### src/rtl/pc_seq_pkg.sv
// Shared types and constants for the program-counter sequencer.
// Optional feature macro: PC_SEQ_RETIRE_CNT_EN adds a saturating retire counter.
package pc_seq_pkg;

  localparam int unsigned PC_W      = 8;
  localparam int unsigned N_TGT     = 8;
  localparam int unsigned TGT_IDX_W = 3;
  localparam int unsigned HALT_PC   = 200;

`ifdef PC_SEQ_RETIRE_CNT_EN
  localparam int unsigned RETIRE_W  = 16;
`endif

  // branch_dest encodings
  localparam logic [TGT_IDX_W-1:0] BD_SEQ      = TGT_IDX_W'(0);
  localparam logic [TGT_IDX_W-1:0] BD_HALT_VEC = TGT_IDX_W'(6);

  typedef enum logic [2:0] {
    ST_IDLE,
    ST_FETCH,
    ST_EXEC,
    ST_MEMWAIT,
    ST_HALT
  } state_e;

  typedef struct packed {
    logic                 en;
    logic [TGT_IDX_W-1:0] idx;
    logic [PC_W-1:0]      data;
  } tgt_wr_t;

  // Power-on contents of the branch-target table: all zero except the halt vector.
  function automatic logic [PC_W-1:0] tgt_reset_val(input int unsigned i);
    return (i == 32'(BD_HALT_VEC)) ? PC_W'(HALT_PC) : '0;
  endfunction

endpackage

### src/rtl/branch_target_table.sv
// 8-entry branch-target table; combinational read returns pre-write contents.
module branch_target_table
  import pc_seq_pkg::*;
(
  input  logic                 clk,
  input  logic                 reset,
  input  tgt_wr_t              wr,
  input  logic [TGT_IDX_W-1:0] rd_idx,
  output logic [PC_W-1:0]      rd_data_c
);

  logic [PC_W-1:0] tbl_q [N_TGT];
  logic [PC_W-1:0] tbl_d [N_TGT];

  // Apply a single-entry write to the next-state copy.
  always_comb begin
    tbl_d = tbl_q;
    if (wr.en) begin
      tbl_d[wr.idx] = wr.data;
    end
  end

  // Table storage with synchronous reset to the power-on contents.
  always_ff @(posedge clk) begin
    if (reset) begin
      for (int unsigned i = 0; i < N_TGT; i++) begin
        tbl_q[TGT_IDX_W'(i)] <= tgt_reset_val(i);
      end
    end else begin
      tbl_q <= tbl_d;
    end
  end

  assign rd_data_c = tbl_q[rd_idx];

endmodule

### src/rtl/pc_sequencer.sv
// Instruction sequencer: fetch/exec/memwait FSM plus next-PC selection.
// Optional feature macro: PC_SEQ_RETIRE_CNT_EN adds output retire_cnt.
module pc_sequencer
  import pc_seq_pkg::*;
(
  input  logic                 clk,
  input  logic                 reset,
  input  logic                 start,
  input  logic [TGT_IDX_W-1:0] branch_dest,
  input  logic                 halt,
  input  logic                 skip_flag,
  input  logic                 if_done_flag,
  input  logic                 alu_zero,
  input  logic                 mem_access,
  input  logic                 mem_ready,
  input  logic                 tgt_wr_en,
  input  logic [TGT_IDX_W-1:0] tgt_wr_idx,
  input  logic [PC_W-1:0]      tgt_wr_data,
  output logic [PC_W-1:0]      pc,
  output logic                 instr_valid,
  output logic                 commit,
  output logic                 running,
  output logic                 halted
`ifdef PC_SEQ_RETIRE_CNT_EN
  ,
  output logic [RETIRE_W-1:0]  retire_cnt
`endif
);

  state_e          state_q, state_d;
  logic [PC_W-1:0] pc_q, pc_d;
  logic [PC_W-1:0] next_pc_c;
  logic [PC_W-1:0] tgt_c;
  logic            instr_valid_q, instr_valid_d;
  logic            running_q, running_d;
  logic            halted_q, halted_d;
  logic            commit_c;
  tgt_wr_t         tgt_wr;

  assign tgt_wr = '{en: tgt_wr_en, idx: tgt_wr_idx, data: tgt_wr_data};

  branch_target_table u_tbl (
    .clk       (clk),
    .reset     (reset),
    .wr        (tgt_wr),
    .rd_idx    (branch_dest),
    .rd_data_c (tgt_c)
  );

  // Next-PC selection in priority order: halt, skip, conditional, branch, sequential.
  always_comb begin
    next_pc_c = pc_q + PC_W'(1);
    if (halt) begin
      next_pc_c = pc_q;
    end else if (skip_flag) begin
      next_pc_c = pc_q + (alu_zero ? PC_W'(1) : PC_W'(2));
    end else if (if_done_flag) begin
      next_pc_c = alu_zero ? tgt_c : pc_q + PC_W'(1);
    end else if (branch_dest != BD_SEQ) begin
      next_pc_c = tgt_c;
    end
  end

  // Next-state, PC update and commit strobe; reset masks commit in its cycle.
  always_comb begin
    state_d  = state_q;
    pc_d     = pc_q;
    commit_c = 1'b0;
    case (state_q)
      ST_IDLE, ST_HALT: begin
        if (start) begin
          state_d = ST_FETCH;
          pc_d    = '0;
        end
      end
      ST_FETCH: state_d = ST_EXEC;
      ST_EXEC, ST_MEMWAIT: begin
        if (mem_access && !mem_ready) begin
          state_d = ST_MEMWAIT;
        end else begin
          commit_c = 1'b1;
          pc_d     = next_pc_c;
          state_d  = halt ? ST_HALT : ST_FETCH;
        end
      end
      default: state_d = ST_IDLE;
    endcase
    if (reset) begin
      commit_c = 1'b0;
    end
    instr_valid_d = (state_d == ST_EXEC) || (state_d == ST_MEMWAIT);
    running_d     = (state_d == ST_FETCH) || instr_valid_d;
    halted_d      = (state_d == ST_HALT);
  end

  // State, PC and registered status flags.
  always_ff @(posedge clk) begin
    if (reset) begin
      state_q       <= ST_IDLE;
      pc_q          <= '0;
      instr_valid_q <= 1'b0;
      running_q     <= 1'b0;
      halted_q      <= 1'b0;
    end else begin
      state_q       <= state_d;
      pc_q          <= pc_d;
      instr_valid_q <= instr_valid_d;
      running_q     <= running_d;
      halted_q      <= halted_d;
    end
  end

  assign pc          = pc_q;
  assign instr_valid = instr_valid_q;
  assign commit      = commit_c;
  assign running     = running_q;
  assign halted      = halted_q;

`ifdef PC_SEQ_RETIRE_CNT_EN
  logic [RETIRE_W-1:0] retire_cnt_q, retire_cnt_d;
  logic                restart_c;

  assign restart_c = start && (state_q == ST_HALT);

  // Saturating retire count, cleared when restarting out of HALT.
  always_comb begin
    retire_cnt_d = retire_cnt_q;
    if (restart_c) begin
      retire_cnt_d = '0;
    end else if (commit_c && (retire_cnt_q != '1)) begin
      retire_cnt_d = retire_cnt_q + RETIRE_W'(1);
    end
  end

  // Retire counter register.
  always_ff @(posedge clk) begin
    if (reset) begin
      retire_cnt_q <= '0;
    end else begin
      retire_cnt_q <= retire_cnt_d;
    end
  end

  assign retire_cnt = retire_cnt_q;
`endif

endmodule

### config.mk
export PLATFORM = sky130hd
export DESIGN_NAME = pc_sequencer
export DESIGN_NICKNAME = d
export VERILOG_FILES = /design/src/rtl/pc_seq_pkg.sv /design/src/rtl/branch_target_table.sv /design/src/rtl/pc_sequencer.sv
export SDC_FILE = /design/constraint.sdc
export NUM_CORES = 1
export LEC_CHECK = 0
export ABC_AREA = 1
export ABC_CLOCK_PERIOD_IN_PS = 2810
export BUFFER_PORTS_ARGS = -buffer_cell sky130_fd_sc_hd__buf_2
export CAP_MARGIN = 20
export CORE_ASPECT_RATIO = 0.9
export CORE_MARGIN = 2
export CORE_UTILIZATION = 60
export CTS_CLUSTER_SIZE = 30
export DETAILED_ROUTE_END_ITERATION = 8
export PLACE_DENSITY = 0.8
export SLEW_MARGIN = 20
export SYNTH_ARGS = -nofsm -noshare
export SYNTH_HDL_FRONTEND = slang
export SYNTH_SLANG_ARGS = --single-unit
### constraint.sdc
create_clock -name clk -period 2.81 [get_ports clk]
set_input_delay 0.281 -clock clk [delete_from_list [all_inputs] [get_ports clk]]
set_output_delay 0.281 -clock clk [all_outputs]
set_load 0.005 [all_outputs]
==> impl_metrics.toml <==
[outcome]
outcome = "complete, no violations"

[route]
viasPerCell = 5.43
antenna_left = 0
wl_per_cell_um = 13.7
drt-pass1-iter-count = 7
drcViolationCount = 0
initialDrtViolationCount = 423
vias = 3799
drt-total-wl_mm = 9.56

[floorplan]
die_w_um = 88.8
ioPinCount = 36
die_y_um = 80.3
floorplan.initialDensity_pct = 62.8
die_area_sq_um = 7140
fp-row-count = 27
coreArea_sq_um = 6180

[placed_design]
hpwl_mm = 6.53
port_buffers = 35
dp_slack_ns = 0.939
place.gp.congestion = 0.894

[global_route]
grt_max_degree = 65
grtUsageTotal_pct = 28.6
grt_antenna_before_repair = 0
grt_pass1_wl_mm = 15.8
gr-total-overflow = 0
grt_pass1_vias = 3376

[yosys]
syn_avg_cell_area_sq_um = 6.56
ys_seq_area_share_pct = 40.2
ys_warn_count = 0
syn-cell-area_sq_um = 3880
ys_types = 29
syn_inst = 592
synth_nets = 620
ys_ff_latch = 78

[setup_path]
critical_path_required_ns = 3.05
crit_path_end_kind = "flop"
r2r-start = "pc[0]"
worstSetupEndpoint = "pc[4]"
reg2reg_depth = 7
startpoint_type = "flop"
path_class = "reg -> reg"
startpoint = "pc[0]"
r2r_end = "pc[4]"
r2r_slack_ns = 1.12
crit_fanout = 7
crit_arrival_ns = 1.93

[timing]
fin_crit_sh_pct = 60.1
skew_ns = 0.00923
fin_setup_tns_ns = 0
fmax_mhz = 592
rsz0062_at_grt = "no"
final_hold_viol_count = 0
fin_crit_ns = 1.69
tightest_slew_ns = 0.591
setup_viol = 0
timing.slew.headroom_pct = 60.5
slew_violations = 0
worst_slack_ns = 1.12

[power_and_ir_drop]
power_leakage_nw = 1.87
p_seq_share_pct = 48.9
p_sw_uw = 627
pwr-share-comb_pct = 11.8
clock_power_share_pct = 39.3
ir_worst_vdd_mv = 0.377
total_power_mw = 2.39
p_int_mw = 1.76
p_per_area_nw_per_um2 = 561
switching_share_pct = 26.2

[finish]
register_area_sq_um = 1560
fillers = 569
area_growth_pct = 9.66
num-nets-final = 636
multiInputGateArea_sq_um = 1940
diodes = 0
final_layout_size_suffix_gt1_share_pct = 10.8
final_util_pct = 68.9

[clocking]
clock_latency_ns = 0.36
ctsResizeCount = 0
cts-root-buf = "clkbuf_8"
cts_made_buffers = 9
postCtsHoldBufs = 0
htreeDepth = 3
cts_tree = "built"
clock_sinks = 78
cts_setup_buffers = 0
path_clk_slew_ns = 0.08
cts.path.max_buffers = 2

[worst_hold_path]
holdPathStages = 3
hold_path_class = "in -> reg"

[flow_run]
cap_violations = 0
cell families (layout without fill, tap and decap cells):
logic type                 after synthesis  after routing  share of synthesized area (%)
adders and majority gates                4              4                           1.48
AOI/OAI and AO/OA                      130            130                           17.2
buffers and inverters                   95            116                           9.95
xor gates and xnor gates                 6              6                           1.35
DFF                                     78             78                           40.2
and+or+nand+nor                        279            279                           29.8
routing by layer:
layer	routed length, um	global-route usage (%)	part of all wire [%]	vias up
li1	-	-	-	1939
met1	4390	39.8	46	1706
met2	4310	44.2	45	141
met3	755	6.37	7.9	13
met4	104	8.33	1.1	0
met5	0	0	0	-
state kept, by name, indices dropped and copies added, names as in the netlist:
register,flops
halted,1
u_tbl.tbl_q,64
pc,8
instr_valid,1
running,1
state_q,3
placed cells by master, fill, tap and decap left out, drive strengths merged, types with 2 or more instances in the layout:
| cell | synthesis | final |
|---|---|---|
| o211ai | 3 | 3 |
| inv | 57 | 57 |
| nor2 | 113 | 113 |
| nand4 | 3 | 3 |
| o21ai | 77 | 77 |
| nand3 | 52 | 52 |
| buf | 16 | 37 |
| a31oi | 2 | 2 |
| bufinv | 0 | 2 |
| a21oi | 47 | 47 |
| xor2 | 5 | 5 |
| dfxtp | 78 | 78 |
| ha | 3 | 3 |
| nor3 | 2 | 2 |
| clkbuf | 16 | 11 |
| clkinv | 6 | 9 |
| nand2 | 108 | 108 |
power groups by stage:
stage | Clock (mW) | Sequential [mW] | Combinational, mW
2_1_floorplan | 0 | 1.19 | 0.203
3_3_place_gp | 0 | 1.19 | 0.271
3_5_place_dp | 0 | 1.19 | 0.278
4_1_cts | 0.954 | 1.17 | 0.279
5_1_grt | 0.991 | 1.17 | 0.320
6_report | 0.940 | 1.17 | 0.282
cells in the mapped netlist (all sizes together):
cell type | count | area share [%]
a21oi | 47 | 6.1
a31oi | 2 | 0.32
a32oi | 1 | 0.23
buf | 16 | 2.3
clkbuf | 16 | 1.5
clkinv | 6 | 0.58
dfxtp | 78 | 40
fa | 1 | 0.52
ha | 3 | 0.97
inv | 57 | 5.6
nand2 | 108 | 11
nand3 | 52 | 6.7
nand3b | 1 | 0.19
nand4 | 3 | 0.48
nor2 | 113 | 11
nor3 | 2 | 0.39
o211ai | 3 | 0.58
o21ai | 77 | 10
xnor2 | 1 | 0.23
xor2 | 5 | 1.1
per-stage QoR:
stage	instance area, sq um	cells	hold WS (ns)
after floorplan	3880	592	0.411
after global placement	4040	684	0.438
after detailed placement	4040	684	0.443
after CTS	4260	700	0.221
after global routing	4260	700	0.266
final	4260	700	0.236
cell type report:
class	instances	area share, %
multi-input cells	419	45.5
flip-flops and latches	78	36.7
inverters	63	5.61
repair buffers	37	4.46
clock buffers	11	3.32
well taps	87	2.56
clock inverters	5	1.94
how the worst min path moves through the flow:
| stage | startpoint | endpoint | slack, ns |
|---|---|---|---|
| floorplan | tgt_wr_data[6] | u_tbl.tbl_q[14] | 0.41 |
| global placement | u_tbl.tbl_q[38] | u_tbl.tbl_q[38] | 0.44 |
| detailed placement | u_tbl.tbl_q[15] | u_tbl.tbl_q[15] | 0.44 |
| CTS | halt | state_q[0] | 0.22 |
| global route | halt | state_q[0] | 0.27 |
| finish | start | state_q[0] | 0.24 |
critical path: stages, from the launching register on:
cell	delay [ns]
dfxtp_1	0.38
ha_1	0.23
fa_1	0.46
nand3_1	0.14
xor2_1	0.16
a21oi_1	0.08
nand2_1	0.07
a21oi_1	0.05
Note: power is estimated with default switching activity, not from simulation.
